`src/rtl/axis_deadlock_monitor.sv`:
```
// Deadlock monitor for the AXI-Stream ports of one HLS instance: persistence-filtered
// block detection with per-channel direction codes, sticky flag, first channel and stall count.

module axis_ch_code (
  input  logic       sig,
  input  logic       dir,
  output logic [1:0] code
);
  assign code = {sig & dir, sig & ~dir};
endmodule

module axis_deadlock_monitor #(
  parameter  int NUM_CH    = 2,
  parameter  int THRESHOLD = 1,
  parameter  int CNT_W     = 16,
  localparam int CH_W      = (NUM_CH > 1) ? $clog2(NUM_CH) : 1
) (
  input  logic                  clock,
  input  logic                  reset,
  input  logic                  clear,
  input  logic [NUM_CH-1:0]     axis_block_sigs,
  input  logic [NUM_CH-1:0]     axis_block_dir,
  input  logic                  inst_idle,
  output logic [2*NUM_CH-1:0]   axis_block_info,
  output logic                  block,
  output logic                  deadlock_sticky,
  output logic [CH_W-1:0]       first_ch,
  output logic [CNT_W-1:0]      stall_cycles
);
  localparam logic [CNT_W:0]   THR_W     = (CNT_W+1)'(THRESHOLD);
  localparam logic [CNT_W-1:0] THR_C     = CNT_W'(THRESHOLD);
  localparam logic [CNT_W-1:0] STALL_MAX = '1;

  logic                raw;
  logic [CNT_W-1:0]    pcnt;
  logic [CNT_W:0]      pcnt_inc;
  logic                blk_nxt;
  logic [2*NUM_CH-1:0] code_d, code_q;
  logic [CH_W-1:0]     low_idx;

  assign raw      = (|axis_block_sigs) & ~inst_idle;
  assign pcnt_inc = {1'b0, pcnt} + (CNT_W+1)'(1);
  assign blk_nxt  = raw & (pcnt_inc >= THR_W);

  for (genvar g = 0; g < NUM_CH; g++) begin : g_ch
    axis_ch_code u_code (
      .sig  (axis_block_sigs[g]),
      .dir  (axis_block_dir[g]),
      .code (code_d[2*g +: 2])
    );
  end

  // Scan from the top so the lowest set index is the one left standing.
  always_comb begin
    low_idx = '0;
    for (int i = NUM_CH-1; i >= 0; i--)
      if (axis_block_sigs[i]) low_idx = CH_W'(i);
  end

  assign axis_block_info = block ? code_q : '0;

  always_ff @(posedge clock) begin
    if (reset) begin
      pcnt            <= '0;
      block           <= 1'b0;
      code_q          <= '0;
      deadlock_sticky <= 1'b0;
      first_ch        <= '0;
      stall_cycles    <= '0;
    end else begin
      if (!raw)                pcnt <= '0;
      else if (pcnt != THR_C)  pcnt <= pcnt + CNT_W'(1);
      block  <= blk_nxt;
      code_q <= code_d;
      // Clear wins over a coincident detection; sticky only sets on a rising block.
      if (clear) begin
        deadlock_sticky <= 1'b0;
        first_ch        <= '0;
        stall_cycles    <= '0;
      end else begin
        if (blk_nxt && !block && !deadlock_sticky) begin
          deadlock_sticky <= 1'b1;
          first_ch        <= low_idx;
        end
        if (block && stall_cycles != STALL_MAX)
          stall_cycles <= stall_cycles + CNT_W'(1);
      end
    end
  end
endmodule

```
`config.mk`:
```
export PLATFORM = sky130hd
export DESIGN_NAME = axis_deadlock_monitor
export DESIGN_NICKNAME = d
export VERILOG_FILES = /design/src/rtl/axis_deadlock_monitor.sv
export SDC_FILE = /design/constraint.sdc
export NUM_CORES = 1
export LEC_CHECK = 0
export BUFFER_PORTS_ARGS = -buffer_cell sky130_fd_sc_hd__buf_4
export CAP_MARGIN = 30
export CELL_PAD_IN_SITES_DETAIL_PLACEMENT = 0
export CELL_PAD_IN_SITES_GLOBAL_PLACEMENT = 1
export CORE_MARGIN = 5
export CORE_UTILIZATION = 40
export DETAILED_ROUTE_END_ITERATION = 6
export PLACE_DENSITY = 0.79
export SYNTH_ARGS = -nofsm -noshare
export SYNTH_HDL_FRONTEND = slang
export SYNTH_SLANG_ARGS = --single-unit
```
`constraint.sdc`:
```
create_clock -name clock -period 6.1 [get_ports clock]
set_clock_uncertainty 0.05 [all_clocks]
set_input_delay 0.915 -clock clock [delete_from_list [all_inputs] [get_ports clock]]
set_output_delay 0.915 -clock clock [all_outputs]
set_load 0.005 [all_outputs]
```
==> metrics.md, run 1 <==
| Metric | Value |
|---|---|
| Largest net degree at the start of global routing | `18` |
| Post-CTS setup buffer count | `0` |
| P&R area growth vs syn | `17.8%` |
| Iteration-0 DRC Markers | `71` |
| Final setup violation count | `0` |
| Power Dens Cells | `206 nW/um^2` |
| Worst skew pair latency | `290 ps` |
| Wl on met1 | `2100 um` |
| CP Capture Type | `register` |
| Rel. slew slack | `0.610` |
| Num rows | `25` |
| Die H | `81.1 um` |
| Peak VDD IR | `109 uV` |
| Status | `complete, no violations` |
| Met2 WL | `2030 um` |
| Post-detailed-route wirelength per cell | `13.3 um` |
| Switching pwr | `0.104 mW` |
| Post-DP HPWL | `3270 um` |
| Post-CTS Resized | `0` |
| Max-slew violation count | `0` |
| Worst Setup Start Kind | `register` |
| Ant diodes | `0` |
| First-pass GRT wire length | `7700 um` |
| CP max stage delay | `470 ps` |
| Clock tree buffer depth | `2` |
| Sequential share of the synthesized area | `0.386` |
| Share of post-route cells with drive strength above 1 | `0.145` |
| Crit path buf inv count | `0` |
| P_leak | `0.863 nW` |
| Nets | `281` |
| Gr ovfl total | `0` |
| Synthesis warning total | `0` |
| Syn Area/Cell | `8.28 um^2` |
| Clock Power Share | `0.426` |
| CP max-delay cell | `dfxtp_1` |
| Drt total wl | `4480 um` |
| Max frequency | `0.410 GHz` |
| Cell Int Power | `0.388 mW` |
| Syn_nets | `256` |
| CP Data Required Time | `6270 ps` |
| Kind of critical path | `register to register` |
| CP delay by family, top | `compound AO/OA/AOI/OAI gates` |
| Yosys cell types | `39` |
| Clock transition at path regs | `70 ps` |
| CTS tree | `done` |
| Vias in the first global route | `1675` |
| Share of total power in combinational logic | `0.045` |
| Starting density of the core | `0.419` |
| Core Area | `4820 um^2` |
| Port Buffer Count | `30` |
| Min-delay worst type | `register to register` |
| Synth Flop Type | `dfxtp_1` |
| H-Tree Depth | `2` |
| Post-synth ARST share | `0` |
| Mapped Area | `2020 um^2` |
| Clk Tree Root Cell | `clkbuf_8` |
| Final min period | `2440 ps` |
| Sequential power share | `0.530` |
| GRT Util Overall | `0.150` |
| Via count | `1772` |
| CP dominant cell by count | `mux2i_1` |
| Worst Tran Pin Value | `579 ps` |
| CTS Hold Buffers Added | `0` |
| Area post-placement | `2280 um^2` |
| First-pass detailed-route iteration total | `5` |
| Number of buffers created by CTS | `5` |
| Crit-path max FO | `9` |
| DR top layer | `met4` |
| Crit share post-route | `0.400` |
| Post-route ant nets | `0` |
| Setup TNS | `0 ps` |
| WP data arrival | `2610 ps` |
| Via/cell ratio | `5.27` |
| Design area | `2380 um^2` |
| Post-Layout Cell Count | `336` |
| Final Hold Violating Endpoints | `0` |
| Placed cells | `329` |
| Switching Share | `0.211` |
| Die area | `6570 um^2` |
| DR WL met3 | `279 um` |
| Initial antenna violation count | `0` |
| CP cell instances | `ha_1 > nand4_1 > nor3_1 > mux2i_1 > a211oi_1 > a31o_1 > mux2i_1` |
| Max-Cap Viols | `0` |
| DRC errors left | `0` |
| Post-synthesis register bit count | `39` |
| Number of synthesized flops with an enable pin | `0` |
| IO Pins | `31` |
| Clock sink count | `39` |
| GP Congestion | `0.822` |
| RSZ-0062 raised after global routing | `no` |
| Die width | `81.1 um` |
| Syn Inst Count | `244` |
-- per-layer routing --
layer  vias up  track usage
met5         -            0
met3         8       0.0443
met2        50        0.241
li1        910            -
met1       804        0.187
met4         0       0.0625
-- power groups by stage --
stage	registers, mW	clock network (mW)	logic (mW)
after global placement	0.266	0	0.0220
after detailed placement	0.266	0	0.0223
after floorplan	0.265	0	0.0136
after global routing	0.261	0.225	0.0247
after CTS	0.260	0.217	0.0224
final	0.260	0.209	0.0219
-- path summary, 6_finish.rpt --
check        startpoint       end  slack [ps]  depth (start not counted)
max reg2reg     pcnt[0]  first_ch        3660                          7
max             pcnt[0]  first_ch        3660                          7
min reg2reg    first_ch  first_ch         420                          2
min            first_ch  first_ch         420                          2
-- cell usage after synthesis, types with 7 or more instances --
master	n	area (um^2)
a21oi_1	8	40.0
dfxtp_1	39	781
inv_1	7	26.3
nand2_1	14	52.6
nand3_1	14	70.1
nand4_1	9	56.3
nor2_1	38	143
nor3_1	8	40.0
or3_1	7	43.8
xnor2_1	17	149
xor2_1	13	114
-- cell type report --
type	count	area, um^2
Fill cell	497	2440
Multi-Input combinational cell	186	1160
Sequential cell	39	781
Timing Repair Buffer	30	225
Tap cell	67	83.8
Clock buffer	6	72.6
Clock inverter	1	30.0
Inverter	7	26.3
-- state kept, by name (all words and copies together), names as in the netlist --
register and count:
pcnt 16, code_q 4, first_ch 1, deadlock_sticky 1, block 1, stall_cycles 16
-- logic make-up (layout without fill, tap and decap cells) --
kind of cell	after synthesis	after routing	synth area share
simple gates	124	124	0.324
flops	39	39	0.386
xor+xnor	30	30	0.130
compound gates	24	24	0.0768
buf+inv	19	44	0.0384
fa+ha+maj	4	4	0.0248
mux	4	4	0.0198
-- placed cells by master, fill, tap and decap left out, types with 2 or more instances in the layout --
| cell | netlist | final |
|---|---|---|
| nand4_1 | 9 | 9 |
| a21oi_1 | 8 | 8 |
| a31oi_1 | 2 | 2 |
| nor3b_1 | 2 | 2 |
| nand3_1 | 14 | 14 |
| clkbuf_8 | 0 | 5 |
| nor2_1 | 38 | 38 |
| dfxtp_1 | 39 | 39 |
| nor3_1 | 8 | 8 |
| and3_1 | 5 | 5 |
| or3_1 | 7 | 7 |
| inv_1 | 7 | 7 |
| a32oi_1 | 2 | 2 |
| a311oi_1 | 2 | 2 |
| nor4_1 | 5 | 5 |
| mux2i_1 | 4 | 4 |
| o21ai_0 | 5 | 5 |
| xnor2_1 | 17 | 17 |
| nand2_1 | 14 | 14 |
| and3b_1 | 2 | 2 |
| and2_1 | 6 | 6 |
| and4_1 | 6 | 6 |
| xor2_1 | 13 | 13 |
| ha_1 | 4 | 4 |
| buf_4 | 0 | 30 |
-- worst register-to-register path: stages, from the launching register on --
cell	delay, ps
dfxtp_1	470
ha_1	400
nand4_1	160
nor3_1	410
mux2i_1	130
a211oi_1	330
a31o_1	240
mux2i_1	180
-- stage by stage --
stage	util	power (mW)	setup WS (ps)	hold WS [ps]
after floorplan	-	0.278	4100	400
after global placement	0.473	0.288	3660	409
after detailed placement	0.473	0.289	3670	411
after CTS	0.494	0.499	3620	423
after global routing	0.494	0.511	3480	477
final	0.494	0.491	3660	419
(Power assumes the default switching activity.)
==> run 2, diff against run 1 <==
Settings changed: ABC_AREA set to 1, CORE_UTILIZATION 40 to 36, PLACE_DENSITY 0.79 to 0.78.
Clock period 6.1 ns to 2.2 ns, I/O delays scaled along.
==> metrics.md, run 2 <==
| Metric | Value |
|---|---|
| Status | `complete, no violations (unchanged)` |
| Via count | `2095 (was 1772)` |
| Yosys cell types | `29 (was 39)` |
| P&R area growth vs syn | `21.7% (was 17.8%)` |
| Util after Layout | `0.443 (was 0.494)` |
| Area post-placement | `2450 um^2 (was 2280 um^2)` |
| Crit-path max FO | `10 (was 9)` |
| GRT Util Overall | `0.145 (was 0.150)` |
| Final Hold Violating Endpoints | `0 (unchanged)` |
| Number of synthesized flops with an enable pin | `0 (unchanged)` |
| Post-synth top area cell | `dfxtp_1 (unchanged)` |
| Initial antenna violation count | `0 (unchanged)` |
| Vias in the first global route | `1952 (was 1675)` |
| Worst Hold Slack | `146 ps (was 419 ps)` |
| Clock Power Share | `0.375 (was 0.426)` |
| First-pass GRT wire length | `8690 um (was 7700 um)` |
| Post-Layout Cell Count | `438 (was 336)` |
| Largest registers | `pcnt x16, stall_cycles x16, code_q x4 (unchanged)` |
| Clock transition at path regs | `80 ps (was 70 ps)` |
| First-pass detailed-route iteration total | `4 (was 5)` |
| Post-route ant nets | `0 (unchanged)` |
| Mapped Area | `2130 um^2 (was 2020 um^2)` |
| Peak VDD IR | `216 uV (was 109 uV)` |
| Worst Setup Start Kind | `register (unchanged)` |
| Final min period | `1960 ps (was 2440 ps)` |
| GP Congestion | `0.817 (was 0.822)` |
| RSZ-0062 raised after global routing | `no (unchanged)` |
| Area contributors post-synth | `dfxtp_1 37%, nand2_1 12%, nor2_1 8.6%, inv_1 7.2%, nand3_1 5.2% (was dfxtp_1 39%, xnor2_1 7.4%, nor2_1 7.1%, xor2_1 5.6%, nand3_1 3.5%)` |
| Share of total power in combinational logic | `0.072 (was 0.045)` |
| Rel. slew slack | `0.664 (was 0.610)` |
| Num rows | `28 (was 25)` |
| CP max-delay cell | `dfxtp_1 (unchanged)` |
| Commonest non-fill, non-tap cell in the layout | `nand2_1 (was dfxtp_1)` |
| Starting density of the core | `0.364 (was 0.419)` |
| Design area | `2590 um^2 (was 2380 um^2)` |
| Clk Tree Root Cell | `clkbuf_8 (unchanged)` |
| Cell Int Power | `0.976 mW (was 0.388 mW)` |
| CP max stage delay | `400 ps (was 470 ps)` |
| Synthesis warning total | `0 (unchanged)` |
| Max-Cap Viols | `0 (unchanged)` |
| Drt total wl | `5240 um (was 4480 um)` |
| Largest net degree at the start of global routing | `16 (was 18)` |
| IO Pins | `31 (unchanged)` |
| H-Tree Depth | `2 (unchanged)` |
| Post-detailed-route wirelength per cell | `12.0 um (was 13.3 um)` |
| Sequential power share | `0.553 (was 0.530)` |
| CTS tree | `done (unchanged)` |
| Core Area | `5850 um^2 (was 4820 um^2)` |
| Via/cell ratio | `4.78 (was 5.27)` |
| WP data arrival | `2150 ps (was 2610 ps)` |
| Setup TNS | `0 ps (unchanged)` |
| Syn Inst Count | `320 (was 244)` |
| Die area | `7550 um^2 (was 6570 um^2)` |
| Post-DP HPWL | `3940 um (was 3270 um)` |
| Die H | `86.9 um (was 81.1 um)` |
| Post-synth ARST share | `0 (unchanged)` |
| Gr ovfl total | `0 (unchanged)` |
| Ant diodes | `0 (unchanged)` |
| CP Capture Type | `register (unchanged)` |
| Synth top cells by count | `69 x nand2_1, 49 x nor2_1, 41 x inv_1 (was 39 x dfxtp_1, 38 x nor2_1, 17 x xnor2_1)` |
| Max frequency | `0.510 GHz (was 0.410 GHz)` |
| Post-synthesis register bit count | `39 (unchanged)` |
| Worst Tran Pin Value | `503 ps (was 579 ps)` |
| Leading cell types in the layout, fill and taps excluded | `69 x nand2_1, 49 x nor2_1, 40 x inv_1, 39 x dfxtp_1, 37 x buf_4 (was 39 x dfxtp_1, 38 x nor2_1, 30 x buf_4, 17 x xnor2_1)` |
| Kind of critical path | `register to register (unchanged)` |
| Pwr Total | `1.30 mW (was 0.491 mW)` |
| Min-delay worst type | `input pin to register (was register to register)` |
| Most frequent cell after synthesis | `nand2_1 (was dfxtp_1)` |
| Final setup violation count | `0 (unchanged)` |
| Worst setup margin | `239 ps (was 3660 ps)` |
| DRC errors left | `0 (unchanged)` |
| Number of buffers created by CTS | `5 (unchanged)` |
| Switching pwr | `0.328 mW (was 0.104 mW)` |
| Synth Flop Type | `dfxtp_1 (unchanged)` |
| Sequential share of the synthesized area | `0.367 (was 0.386)` |
| Syn_nets | `332 (was 256)` |
| Placed cells | `425 (was 329)` |
| Power Dens Cells | `503 nW/um^2 (was 206 nW/um^2)` |
| Clock sink count | `39 (unchanged)` |
| Die width | `86.9 um (was 81.1 um)` |
| Iteration-0 DRC Markers | `125 (was 71)` |
| Clock tree buffer depth | `2 (unchanged)` |
| Max-slew violation count | `0 (unchanged)` |
| Syn Area/Cell | `6.65 um^2 (was 8.28 um^2)` |
| Share of post-route cells with drive strength above 1 | `0.193 (was 0.145)` |
| Port Buffer Count | `30 (unchanged)` |
| Nets | `374 (was 281)` |
| P_leak | `1.04 nW (was 0.863 nW)` |
| CTS Hold Buffers Added | `0 (unchanged)` |
| Setup Slack @ Placement | `226 ps (was 3670 ps)` |
| CP Data Required Time | `2390 ps (was 6270 ps)` |
| Switching Share | `0.251 (was 0.211)` |
| CP cell instances | `ha_1 > inv_1 > nor3_2 > nand4_1 > nand2_4 > clkinvlp_4 > clkbuf_2 > nand3_1 > o21ai_0 > a21oi_1 (was ha_1 > nand4_1 > nor3_1 > mux2i_1 > a211oi_1 > a31o_1 > mux2i_1)` |
| Post-synth top area share | `0.367 (was 0.386)` |
| Crit share post-route | `0.891 (was 0.400)` |
| Worst skew pair latency | `300 ps (was 290 ps)` |
run 2: cell count changes in the layout (fill, tap and decap cells not counted), moves of 7 or more:
| cell | previous run | this run |
|---|---|---|
| inv_1 | 7 | 40 |
| or3_1 | 7 | 0 |
| a21oi_1 | 8 | 20 |
| buf_4 | 30 | 37 |
| xnor2_1 | 17 | 1 |
| nand3_1 | 14 | 22 |
| nor2_1 | 38 | 49 |
| nand2_1 | 14 | 69 |
| xor2_1 | 13 | 4 |
run 2: area by class of cell:
| cell class | count | area (um^2) |
|---|---|---|
| clock inverter | 2 | 12.5 |
| timing repair buffer | 38 | 283 |
| fill | 622 | 3260 |
| tap | 75 | 93.8 |
| multi-input combinational | 234 | 1180 |
| inverter | 44 | 169 |
| clock buffer | 6 | 72.6 |
| sequential | 39 | 781 |
run 2: cell families (layout without fill, tap and decap cells):
group / count (synthesis) / count (layout) / share of synthesized area
AO/OA/AOI/OAI: 33 / 33 / 0.0793
XOR/XNOR: 5 / 5 / 0.0206
adder cells (fa/ha/maj): 4 / 4 / 0.0235
buffers and inverters: 47 / 90 / 0.0852
flip-flops: 39 / 39 / 0.367
AND/OR/NAND/NOR: 192 / 192 / 0.425
run 2: final timing paths:
kind | end | from | slack (ps) | cells past startpoint
min | code_q[0] | axis_block_dir[0] | 150 | 2
max reg2reg | stall_cycles[8] | stall_cycles[1] | 240 | 10
min reg2reg | deadlock_sticky | deadlock_sticky | 440 | 2
max | stall_cycles[8] | stall_cycles[1] | 240 | 10
run 2: worst max-delay path, delay by kind of cell, from the launching register on:
kind	cells	cell delay (ps)
flip-flops	1	400
buffers and inverters	3	420
AO/OA/AOI/OAI	2	170
AND/OR/NAND/NOR	4	670
adder cells (fa/ha/maj)	1	190
run 2: metal layers:
| metal | track usage | share of wire | vias to the layer above |
|---|---|---|---|
| met2 | 0.229 | 0.44 | 45 |
| met5 | 0 | 0 | - |
| li1 | - | - | 1123 |
| met4 | 0.0510 | 0.014 | 0 |
| met1 | 0.190 | 0.51 | 918 |
| met3 | 0.0360 | 0.044 | 9 |
run 2: power groups by stage:
stage	clock, mW	sequential (mW)	combinational [mW]
finish	0.489	0.721	0.0932
global route	0.530	0.723	0.106
CTS	0.506	0.721	0.0851
floorplan	0	0.738	0.0468
detailed placement	0	0.738	0.0848
global placement	0	0.738	0.0851
run 2: repair_timing:
item                                    CTS  global route
setup buffers                             0             5
endpoints found under the setup margin    0             2
resized for setup                         0             4
==> run 3, diff against run 2 <==
Settings changed: REMOVE_ABC_BUFFERS set to 1.
==> metrics.md, run 3 (same netlist as run 2, synthesis figures left out) <==
| Metric | Value |
|---|---|
| IO Pins | `31 (unchanged)` |
| Switching pwr | `0.335 mW (was 0.328 mW)` |
| Port Buffer Count | `30 (unchanged)` |
| Cell Int Power | `1.09 mW (was 0.976 mW)` |
| Min-delay worst type | `input pin to register (unchanged)` |
| Gr ovfl total | `0 (unchanged)` |
| First-pass detailed-route iteration total | `4 (unchanged)` |
| Starting density of the core | `0.364 (unchanged)` |
| Final min period | `1930 ps (was 1960 ps)` |
| Worst Setup Start Kind | `register (unchanged)` |
| Clock Power Share | `0.431 (was 0.375)` |
| Die H | `86.9 um (unchanged)` |
| Via count | `2088 (was 2095)` |
| P_leak | `1.05 nW (was 1.04 nW)` |
| Clock sink count | `39 (unchanged)` |
| Leading cell types in the layout, fill and taps excluded | `69 x nand2_1, 49 x nor2_1, 40 x inv_1, 38 x dfxtp_1, 36 x buf_4 (was 69 x nand2_1, 49 x nor2_1, 40 x inv_1, 39 x dfxtp_1, 37 x buf_4)` |
| P&R area growth vs syn | `22.2% (was 21.7%)` |
| Max-slew violation count | `0 (unchanged)` |
| Die area | `7550 um^2 (unchanged)` |
| Crit path buf inv count | `3 (unchanged)` |
| CP cell instances | `ha_1 > inv_1 > nor3_2 > nand4_1 > nand2_2 > clkinvlp_4 > buf_4 > a21oi_1 > nor3b_2 (was ha_1 > inv_1 > nor3_2 > nand4_1 > nand2_4 > clkinvlp_4 > clkbuf_2 > nand3_1 > o21ai_0 > a21oi_1)` |
| Share of post-route cells with drive strength above 1 | `0.194 (was 0.193)` |
| Kind of critical path | `register to register (unchanged)` |
| CTS Hold Buffers Added | `0 (unchanged)` |
| Sequential power share | `0.506 (was 0.553)` |
| Power Dens Cells | `548 nW/um^2 (was 503 nW/um^2)` |
| Worst Tran Pin Value | `503 ps (about the same)` |
| Worst Hold Slack | `139 ps (was 146 ps)` |
| Die width | `86.9 um (unchanged)` |
| Clk Tree Root Cell | `clkbuf_8 (unchanged)` |
| Core Area | `5850 um^2 (unchanged)` |
| WP data arrival | `2070 ps (was 2150 ps)` |
| DRC errors left | `0 (unchanged)` |
| CP max-delay cell | `dfxtp_1 (unchanged)` |
| Vias in the first global route | `1938 (was 1952)` |
| CP Capture Type | `register (unchanged)` |
| Number of buffers created by CTS | `5 (unchanged)` |
| CP Data Required Time | `2340 ps (was 2390 ps)` |
| Status | `complete, no violations (unchanged)` |
| GRT Util Overall | `0.147 (was 0.145)` |
| Clock tree buffer depth | `2 (unchanged)` |
| First-pass GRT wire length | `8830 um (was 8690 um)` |
| Max frequency | `0.517 GHz (was 0.510 GHz)` |
| GP Congestion | `0.849 (was 0.817)` |
| Iteration-0 DRC Markers | `77 (was 125)` |
| Clock transition at path regs | `90 ps (was 80 ps)` |
| Crit share post-route | `0.879 (was 0.891)` |
| Largest registers | `pcnt x16, stall_cycles x16, code_q x4 (unchanged)` |
| Post-detailed-route wirelength per cell | `11.9 um (was 12.0 um)` |
| Commonest non-fill, non-tap cell in the layout | `nand2_1 (unchanged)` |
| CP max stage delay | `400 ps (about the same)` |
| Num rows | `28 (unchanged)` |
| CTS tree | `done (unchanged)` |
| Peak VDD IR | `216 uV (about the same)` |
| Via/cell ratio | `4.79 (was 4.78)` |
| Initial antenna violation count | `0 (unchanged)` |
| Post-DP HPWL | `4030 um (was 3940 um)` |
| CP delay by family, top | `simple AND/OR/NAND/NOR gates (unchanged)` |
| Switching Share | `0.235 (was 0.251)` |
| H-Tree Depth | `2 (unchanged)` |
| Worst skew pair latency | `300 ps (about the same)` |
| Max-Cap Viols | `0 (unchanged)` |
| Rel. slew slack | `0.664 (about the same)` |
| Nets | `372 (was 374)` |
| Ant diodes | `0 (unchanged)` |
| Share of total power in combinational logic | `0.063 (was 0.072)` |
| Drt total wl | `5170 um (was 5240 um)` |
| Final Hold Violating Endpoints | `0 (unchanged)` |
| Final setup violation count | `0 (unchanged)` |
| Post-route ant nets | `0 (unchanged)` |
| RSZ-0062 raised after global routing | `no (unchanged)` |
| Largest net degree at the start of global routing | `16 (unchanged)` |
| Setup TNS | `0 ps (unchanged)` |
| Crit-path max FO | `10 (unchanged)` |
==> run 3: power by group through the flow <==
stage	Combinational (mW)	Clock, mW	Sequential (mW)
2_1_floorplan	0.0453	0	0.738
3_3_place_gp	0.0846	0	0.738
3_5_place_dp	0.0851	0	0.738
4_1_cts	0.0854	0.628	0.721
5_1_grt	0.0999	0.662	0.723
6_report	0.0891	0.615	0.721
==> run 3: routing by layer <==
layer | vias to the layer above | wire length [um] | GRT usage | part of all wire
met1 | 924 | 2590 | 0.193 | 0.50
met3 | 7 | 190 | 0.0274 | 0.037
met2 | 39 | 2310 | 0.239 | 0.45
met5 | - | 0 | 0 | 0
met4 | 0 | 84 | 0.0510 | 0.016
li1 | 1118 | - | - | -
==> run 3: worst register-to-register path: stages, from the launching register on <==
cell        delay, ps
dfxtp_1           400
ha_1              180
inv_1              60
nor3_2            200
nand4_1           140
nand2_2           210
clkinvlp_4        180
buf_4             170
a21oi_1           150
nor3b_2            60
==> run 3: worst paths after layout <==
| kind | from | endpoint | slack [ps] | depth (start not counted) |
|---|---|---|---|---|
| worst max-delay path | stall_cycles[1] | stall_cycles[12] | 270 | 9 |
| worst min-delay path | axis_block_dir[1] | code_q[2] | 140 | 2 |
| worst max register to register | stall_cycles[1] | stall_cycles[12] | 270 | 9 |
| worst min register to register | deadlock_sticky | deadlock_sticky | 430 | 2 |
==> run 3: final cells by class <==
class | instances | area, um^2
clock buffers | 5 | 68.8
clock inverters | 3 | 43.8
fillers | 611 | 3250
inverters | 44 | 169
multi-input cells | 234 | 1170
flip-flops and latches | 39 | 782
well taps | 75 | 93.8
repair buffers | 36 | 270
==> run 3: timing repair <==
| item | CTS | global route |
|---|---|---|
| setup buffers | 0 | 3 |
| resized for setup | 0 | 4 |
| endpoints found under the setup margin | 0 | 3 |
==> run 3: stage by stage <==
stage	cell area, um^2	std cells	util	total power, mW	setup slack (ps)
detailed placement	2450	425	0.420	0.823	191
global placement	2450	425	0.420	0.822	247
CTS	2570	433	0.439	1.43	173
floorplan	2110	317	-	0.784	318
finish	2600	436	0.445	1.43	267
global route	2600	436	0.445	1.49	33.5
